<file path="src/rtl/oup_writer_pkg.sv">
// Shared definitions for the ITA output writer: address/dimension widths,
// writer state encoding and the byte-address type.
package ita_package;

    localparam int unsigned OupAddrWidth = 32;
    localparam int unsigned OupDimWidth  = 16;

    typedef enum logic [1:0] {
        OupIdle   = 2'd0,
        OupStream = 2'd1,
        OupDrain  = 2'd2,
        OupDone   = 2'd3
    } oup_writer_state_e;

    typedef logic [OupAddrWidth-1:0] oup_addr_t;

endpackage

</file>
<file path="src/rtl/oup_writer_fifo.sv">
// Small synchronous-reset FIFO used as the writer's address/data buffer.
// A push into a full FIFO is accepted when a pop happens in the same cycle.
module fifo_v3 #(
    parameter bit          FALL_THROUGH = 1'b0,
    parameter int unsigned DATA_WIDTH   = 32,
    parameter int unsigned DEPTH        = 8,
    parameter int unsigned ADDR_DEPTH   = (DEPTH > 1) ? $clog2(DEPTH) : 1
) (
    input  logic                  clk_i,
    input  logic                  rst_ni,
    input  logic                  flush_i,
    output logic                  full_o,
    output logic                  empty_o,
    output logic [ADDR_DEPTH:0]   usage_o,
    input  logic [DATA_WIDTH-1:0] data_i,
    input  logic                  push_i,
    output logic [DATA_WIDTH-1:0] data_o,
    input  logic                  pop_i
);

    logic [DEPTH-1:0][DATA_WIDTH-1:0] mem_q, mem_d;
    logic [ADDR_DEPTH-1:0]            rd_ptr_q, rd_ptr_d;
    logic [ADDR_DEPTH-1:0]            wr_ptr_q, wr_ptr_d;
    logic [ADDR_DEPTH:0]              cnt_q, cnt_d;
    logic                             full_int, empty_int;
    logic                             do_push, do_pop;

    function automatic logic [ADDR_DEPTH-1:0] ptr_inc(input logic [ADDR_DEPTH-1:0] p);
        return (p == ADDR_DEPTH'(DEPTH - 1)) ? '0 : p + ADDR_DEPTH'(1);
    endfunction

    assign full_int  = (cnt_q == (ADDR_DEPTH + 1)'(DEPTH));
    assign empty_int = (cnt_q == '0);
    assign full_o    = full_int;
    assign empty_o   = empty_int && !(FALL_THROUGH && push_i);
    assign usage_o   = cnt_q;

    always_comb begin
        mem_d    = mem_q;
        rd_ptr_d = rd_ptr_q;
        wr_ptr_d = wr_ptr_q;
        cnt_d    = cnt_q;
        data_o   = mem_q[rd_ptr_q];
        do_push  = push_i && (!full_int || pop_i);
        do_pop   = pop_i && !empty_int;

        // Fall-through on an empty FIFO: a same-cycle pop consumes the input directly.
        if (FALL_THROUGH && empty_int && push_i) begin
            data_o = data_i;
            if (pop_i) begin
                do_push = 1'b0;
                do_pop  = 1'b0;
            end
        end

        if (do_push) begin
            mem_d[wr_ptr_q] = data_i;
            wr_ptr_d        = ptr_inc(wr_ptr_q);
        end
        if (do_pop) begin
            rd_ptr_d = ptr_inc(rd_ptr_q);
        end
        if (do_push && !do_pop) begin
            cnt_d = cnt_q + (ADDR_DEPTH + 1)'(1);
        end else if (!do_push && do_pop) begin
            cnt_d = cnt_q - (ADDR_DEPTH + 1)'(1);
        end

        if (flush_i) begin
            rd_ptr_d = '0;
            wr_ptr_d = '0;
            cnt_d    = '0;
        end
    end

    always_ff @(posedge clk_i) begin
        if (!rst_ni) begin
            mem_q    <= '0;
            rd_ptr_q <= '0;
            wr_ptr_q <= '0;
            cnt_q    <= '0;
        end else begin
            mem_q    <= mem_d;
            rd_ptr_q <= rd_ptr_d;
            wr_ptr_q <= wr_ptr_d;
            cnt_q    <= cnt_d;
        end
    end

endmodule

</file>
<file path="src/rtl/oup_writer.sv">
// ITA output writer: accepts output beats column-tile-major and writes each
// beat to memory at base + row*stride + tile*beat_bytes through a 2-entry buffer.
module oup_writer
    import ita_package::*;
#(
    parameter int unsigned N         = 16,
    parameter int unsigned WI        = 8,
    parameter int unsigned AddrWidth = OupAddrWidth,
    parameter int unsigned DimWidth  = OupDimWidth
) (
    input  logic                 clk_i,
    input  logic                 rst_ni,
    input  logic                 start_i,
    input  logic [AddrWidth-1:0] base_addr_i,
    input  logic [DimWidth-1:0]  seq_len_i,
    input  logic [DimWidth-1:0]  proj_len_i,
    input  logic [DimWidth-1:0]  row_stride_i,
    input  logic                 oup_valid_i,
    output logic                 oup_ready_o,
    input  logic [N*WI-1:0]      oup_i,
    output logic                 mem_req_o,
    input  logic                 mem_gnt_i,
    output logic [AddrWidth-1:0] mem_addr_o,
    output logic [N*WI-1:0]      mem_wdata_o,
    output logic                 busy_o,
    output logic                 done_o
);

    localparam int unsigned BeatWidth  = N * WI;
    localparam int unsigned EntryWidth = BeatWidth + AddrWidth;
    localparam int unsigned TileBytes  = N * WI / 8;

    oup_writer_state_e state_q, state_d;

    logic [AddrWidth-1:0] addr_q, addr_d;
    logic [AddrWidth-1:0] col_base_q, col_base_d;
    logic [DimWidth-1:0]  seq_len_q, seq_len_d;
    logic [DimWidth-1:0]  proj_len_q, proj_len_d;
    logic [DimWidth-1:0]  stride_q, stride_d;
    logic [DimWidth-1:0]  row_q, row_d;
    logic [DimWidth:0]    col_q, col_d;

    logic                  fifo_full, fifo_empty;
    logic [1:0]            fifo_usage;
    logic [EntryWidth-1:0] fifo_head;
    logic                  accept, pop, row_last, last_beat;

    assign oup_ready_o = (state_q == OupStream) && !fifo_full;
    assign accept      = oup_valid_i && oup_ready_o;
    assign mem_req_o   = !fifo_empty;
    assign pop         = mem_req_o && mem_gnt_i;
    assign mem_addr_o  = mem_req_o ? fifo_head[EntryWidth-1:BeatWidth] : '0;
    assign mem_wdata_o = mem_req_o ? fifo_head[BeatWidth-1:0] : '0;
    assign busy_o      = (state_q != OupIdle);
    assign done_o      = (state_q == OupDone);

    assign row_last  = (row_q == seq_len_q - DimWidth'(1));
    assign last_beat = row_last && ((col_q + (DimWidth + 1)'(N)) >= {1'b0, proj_len_q});

    fifo_v3 #(
        .FALL_THROUGH (1'b0),
        .DATA_WIDTH   (EntryWidth),
        .DEPTH        (2)
    ) i_buffer (
        .clk_i   (clk_i),
        .rst_ni  (rst_ni),
        .flush_i (1'b0),
        .full_o  (fifo_full),
        .empty_o (fifo_empty),
        .usage_o (fifo_usage),
        .data_i  ({addr_q, oup_i}),
        .push_i  (accept),
        .data_o  (fifo_head),
        .pop_i   (pop)
    );

    always_comb begin
        state_d    = state_q;
        addr_d     = addr_q;
        col_base_d = col_base_q;
        seq_len_d  = seq_len_q;
        proj_len_d = proj_len_q;
        stride_d   = stride_q;
        row_d      = row_q;
        col_d      = col_q;

        unique case (state_q)
            OupIdle: begin
                if (start_i) begin
                    seq_len_d  = seq_len_i;
                    proj_len_d = proj_len_i;
                    stride_d   = row_stride_i;
                    addr_d     = base_addr_i;
                    col_base_d = base_addr_i;
                    row_d      = '0;
                    col_d      = '0;
                    state_d    = (seq_len_i == '0 || proj_len_i == '0) ? OupDone : OupStream;
                end
            end
            OupStream: begin
                if (accept) begin
                    // Row wrap restarts from the next column tile's row-0 address.
                    if (row_last) begin
                        row_d      = '0;
                        col_d      = col_q + (DimWidth + 1)'(N);
                        col_base_d = col_base_q + AddrWidth'(TileBytes);
                        addr_d     = col_base_q + AddrWidth'(TileBytes);
                    end else begin
                        row_d  = row_q + DimWidth'(1);
                        addr_d = addr_q + AddrWidth'(stride_q);
                    end
                    if (last_beat) begin
                        state_d = OupDrain;
                    end
                end
            end
            OupDrain: begin
                // Leave once the buffer is empty after this cycle's grant.
                if (fifo_usage == 2'd0 || (fifo_usage == 2'd1 && mem_gnt_i)) begin
                    state_d = OupDone;
                end
            end
            OupDone: begin
                state_d = OupIdle;
            end
            default: begin
                state_d = OupIdle;
            end
        endcase
    end

    always_ff @(posedge clk_i) begin
        if (!rst_ni) begin
            state_q    <= OupIdle;
            addr_q     <= '0;
            col_base_q <= '0;
            seq_len_q  <= '0;
            proj_len_q <= '0;
            stride_q   <= '0;
            row_q      <= '0;
            col_q      <= '0;
        end else begin
            state_q    <= state_d;
            addr_q     <= addr_d;
            col_base_q <= col_base_d;
            seq_len_q  <= seq_len_d;
            proj_len_q <= proj_len_d;
            stride_q   <= stride_d;
            row_q      <= row_d;
            col_q      <= col_d;
        end
    end

endmodule
</file>
<file path="config.mk">
export PLATFORM = sky130hd
export DESIGN_NAME = oup_writer
export DESIGN_NICKNAME = d
export VERILOG_FILES = /design/src/rtl/oup_writer_pkg.sv /design/src/rtl/oup_writer_fifo.sv /design/src/rtl/oup_writer.sv
export SDC_FILE = /design/constraint.sdc
export NUM_CORES = 1
export LEC_CHECK = 0
export ABC_CLOCK_PERIOD_IN_PS = 3000
export CAP_MARGIN = 40
export CORE_MARGIN = 8
export CORE_UTILIZATION = 29
export DETAILED_ROUTE_END_ITERATION = 6
export GPL_ROUTABILITY_DRIVEN = 0
export GPL_TIMING_DRIVEN = 0
export MAX_ROUTING_LAYER = met4
export PLACE_DENSITY = 0.49
export SETUP_SLACK_MARGIN = 0.4
export SYNTH_ARGS = -nofsm -noshare
export SYNTH_HDL_FRONTEND = slang
export SYNTH_SLANG_ARGS = --single-unit
</file>
<file path="constraint.sdc">
create_clock -name clk_i -period 3 [get_ports clk_i]
set_input_delay 0.9 -clock clk_i [delete_from_list [all_inputs] [get_ports clk_i]]
set_output_delay 0.9 -clock clk_i [all_outputs]
set_load 0.01 [all_outputs]
</file>
==> impl_metrics.py <==
metrics = {
    "run_status": {
        "status": "finished, violations left",
        "violations": "negative setup slack",
    },
    "synth": {
        "post-synth-top-count-cell": "nand2_1",
        "synth_edf_count": 0,
        "syn-num-nets": 3195,
        "async_flop_share_pct": 0,
        "yosysUniqueCellTypes": 77,
        "ys.warnings.count": 0,
        "avgSynthCellArea_um2": 7.59,
        "synth_top_area_cell": "dfxtp_1",
        "ys_ff_latch": 467,
        "netlist.area_leader.share_pct": 41.9,
        "netlist_top_cells_count": "nand2_1 (804), dfxtp_1 (467), a21oi_1 (436)",
        "synth_seq_area_share_pct": 41.9,
        "synth_area_um2": 22300,
        "synthTopCellsByArea": "dfxtp_1 (42%), nand2_1 (14%), a21oi_1 (9.8%)",
        "syn_inst": 2939,
        "ys.flop_type": "dfxtp_1",
    },
    "global_routing": {
        "first_global_vias": 22300,
        "grt_busiest_layer": "met2",
        "use_met1_pct": 26.9,
        "grt_pass1_wl_mm": 139,
        "met2_usage_pct": 33.9,
        "grt_overflow_total": 0,
        "antenna_found_initial": 13,
        "track_usage_pct": 21.3,
        "grtUsageMet3_pct": 3.96,
        "grt_max_degree": 18,
    },
    "die": {
        "die_height_um": 293,
        "core_um2": 76100,
        "row_count": 101,
        "die-width_um": 293,
        "pin_count": 377,
        "initial_utilization_pct": 29.3,
        "die-area_um2": 86100,
    },
    "placed_design": {
        "io_buffers": 376,
        "dp_hpwl_mm": 67.2,
    },
    "sta": {
        "hold_viol_final": 0,
        "timing.hold.ws_ns": 0.450,
        "fin_crit_sh_pct": 111,
        "fin_crit_ns": 3.32,
        "drv_slew": 0,
        "setup_viol": 183,
        "tightest_slew_ns": 0.933,
        "rsz0062_at_grt": "yes",
        "fmax_mhz": 301,
        "tns_ns": -24.83,
        "fin_worst_skew_ns": 0.0447,
        "setup_slack_ns": -0.323,
        "slew_headroom_pct": 37.8,
    },
    "min_path": {
        "hold_path.class": "flop to flop",
        "worst_hold_path.num_cells": 2,
    },
    "clock_network": {
        "cts.clk_slew.worst_paths_ns": 0.06,
        "cts_buffer_depth": 3,
        "clk_latency_ns": 0.65,
        "cts.sink_count": 467,
        "cts_buffers": 56,
        "tritoncts": "done",
        "htreeDepth": 2,
        "root_buffer": "clkbuf_16",
    },
    "worst_setup_path": {
        "cp_slowest_stage_delay_ns": 0.53,
        "start_kind": "flop",
        "cp_data_arrival_time_ns": 3.85,
        "path_max_fanout": 7,
        "crit_path_end_kind": "flop",
        "crit_required_ns": 3.52,
        "crit_type": "flop to flop",
        "critPathSlowestCell": "or4_4",
        "worstRegToRegCells": 12,
        "crit_chain": "or4_4 > buf_6 > or3_4 > a2111oi_4 > a211o_1 > or4b_4 > buf_8 > o21ai_4 > buf_12 > buf_4 > a41oi_4 > o221a_2",
    },
    "layout": {
        "nets": 3814,
        "post-route-util_pct": 45.8,
        "syn_to_final_growth_pct": 56.3,
        "final_layout_size_suffix_gt1_share_pct": 25.3,
    },
    "detailed_routing": {
        "vias": 22900,
        "wl_mm": 94.5,
        "drtIter0Drc": 1399,
        "wl_per_cell_um": 20.3,
        "route.detailed.drc": 0,
        "drt.antenna.violating_nets": 0,
        "dr.pass1.iters": 6,
        "viasPerCell": 4.93,
    },
    "flow_run": {
        "cap_viol_max_count": 0,
    },
    "power": {
        "p_leak_nw": 12.1,
        "peakVddDrop_v": 0.000608,
        "power.density_nw_per_um2": 876,
    },
}
## power breakdown
group | switching [mW] | internal, mW
combinational | 8.33 | 7.34
sequential | 0.920 | 7.07
clock | 2.90 | 3.99
## cell usage in the layout (no fill, tap or decap), types with 64 or more instances in the layout
cell             count
clkbuf_1           116
mux2i_4             64
nand2_1            803
buf_6              151
clkdlybuf4s50_1    212
a21oi_1            419
nor2_4              82
nor2_1             134
dfxtp_1            453
buf_2               80
clkbuf_16           83
## kinds of logic (layout without fill, tap and decap cells)
family	Yosys count	after routing	synth area share, %
xor+xnor	80	80	3.14
buf+inv	260	923	4.50
compound gates	642	642	16.6
fa+ha+maj	43	43	2.45
simple gates	1283	1283	24.0
flops	467	467	41.9
mux	164	164	7.36
other cells	0	13	0
## timing repair
| action | CTS | global route |
|---|---|---|
| setup buffers | 103 | 36 |
| endpoints found under the setup margin | 587 | 365 |
| gates cloned | 25 | 8 |
| pin swaps | 91 | 102 |
| resized for setup | 1389 | 323 |
| hold buffers | 0 | 0 |
## critical path, delay by kind of cell, from the launching register on
kind	cells	cell delay (ns)
AOI/OAI and AO/OA	5	0.91
buffers and inverters	4	0.57
and+or+nand+nor	3	1.39
DFF	1	0.34
## flip-flops by register name, summed over array words and instances, names as in the netlist, 2 cells and up
| register | flops |
|---|---|
| row_q | 16 |
| state_q | 2 |
| i_buffer.mem_q | 320 |
| addr_q | 32 |
| stride_q | 16 |
| col_base_q | 32 |
| i_buffer.usage_o | 2 |
| seq_len_q | 16 |
| proj_len_q | 16 |
| col_q | 13 |
## routing by layer
metal	up-vias	wire, um
li1	11300	-
met1	10800	41800
met2	668	44400
met3	164	5200
met4	0	3130
met5	-	0
## cell type report
cell class,instances,area (um2)
well taps,1030,1290
clock buffers,83,1650
fillers,7558,41200
diodes,13,32.5
plain buffers,214,1730
repair buffers,561,6000
inverters,46,181
clock inverters,19,213
multi-input cells,2212,14400
flip-flops and latches,467,9380
## stage by stage
| step | cells | area [um2] | power, mW | setup WS, ns |
|---|---|---|---|---|
| final | 4645 | 34900 | 30.6 | -0.323 |
| after global routing | 4645 | 34900 | 31.9 | -0.451 |
| after CTS | 4588 | 33100 | 28.7 | -0.290 |
| after detailed placement | 4358 | 27600 | 16.9 | -1.46 |
| after global placement | 4345 | 27400 | 16.9 | -1.53 |
| after floorplan | 2939 | 22400 | 13.3 | -0.136 |
## worst paths after layout
| kind | from | to | slack, ns |
|---|---|---|---|
| worst min register to register | proj_len_q[3] | proj_len_q[3] | 0.45 |
| worst min-delay path | proj_len_q[3] | proj_len_q[3] | 0.45 |
| worst max register to register | seq_len_q[5] | addr_q[23] | -0.32 |
| worst max-delay path | seq_len_q[5] | addr_q[23] | -0.32 |
No activity file was read; power rests on OpenSTA's default activity.
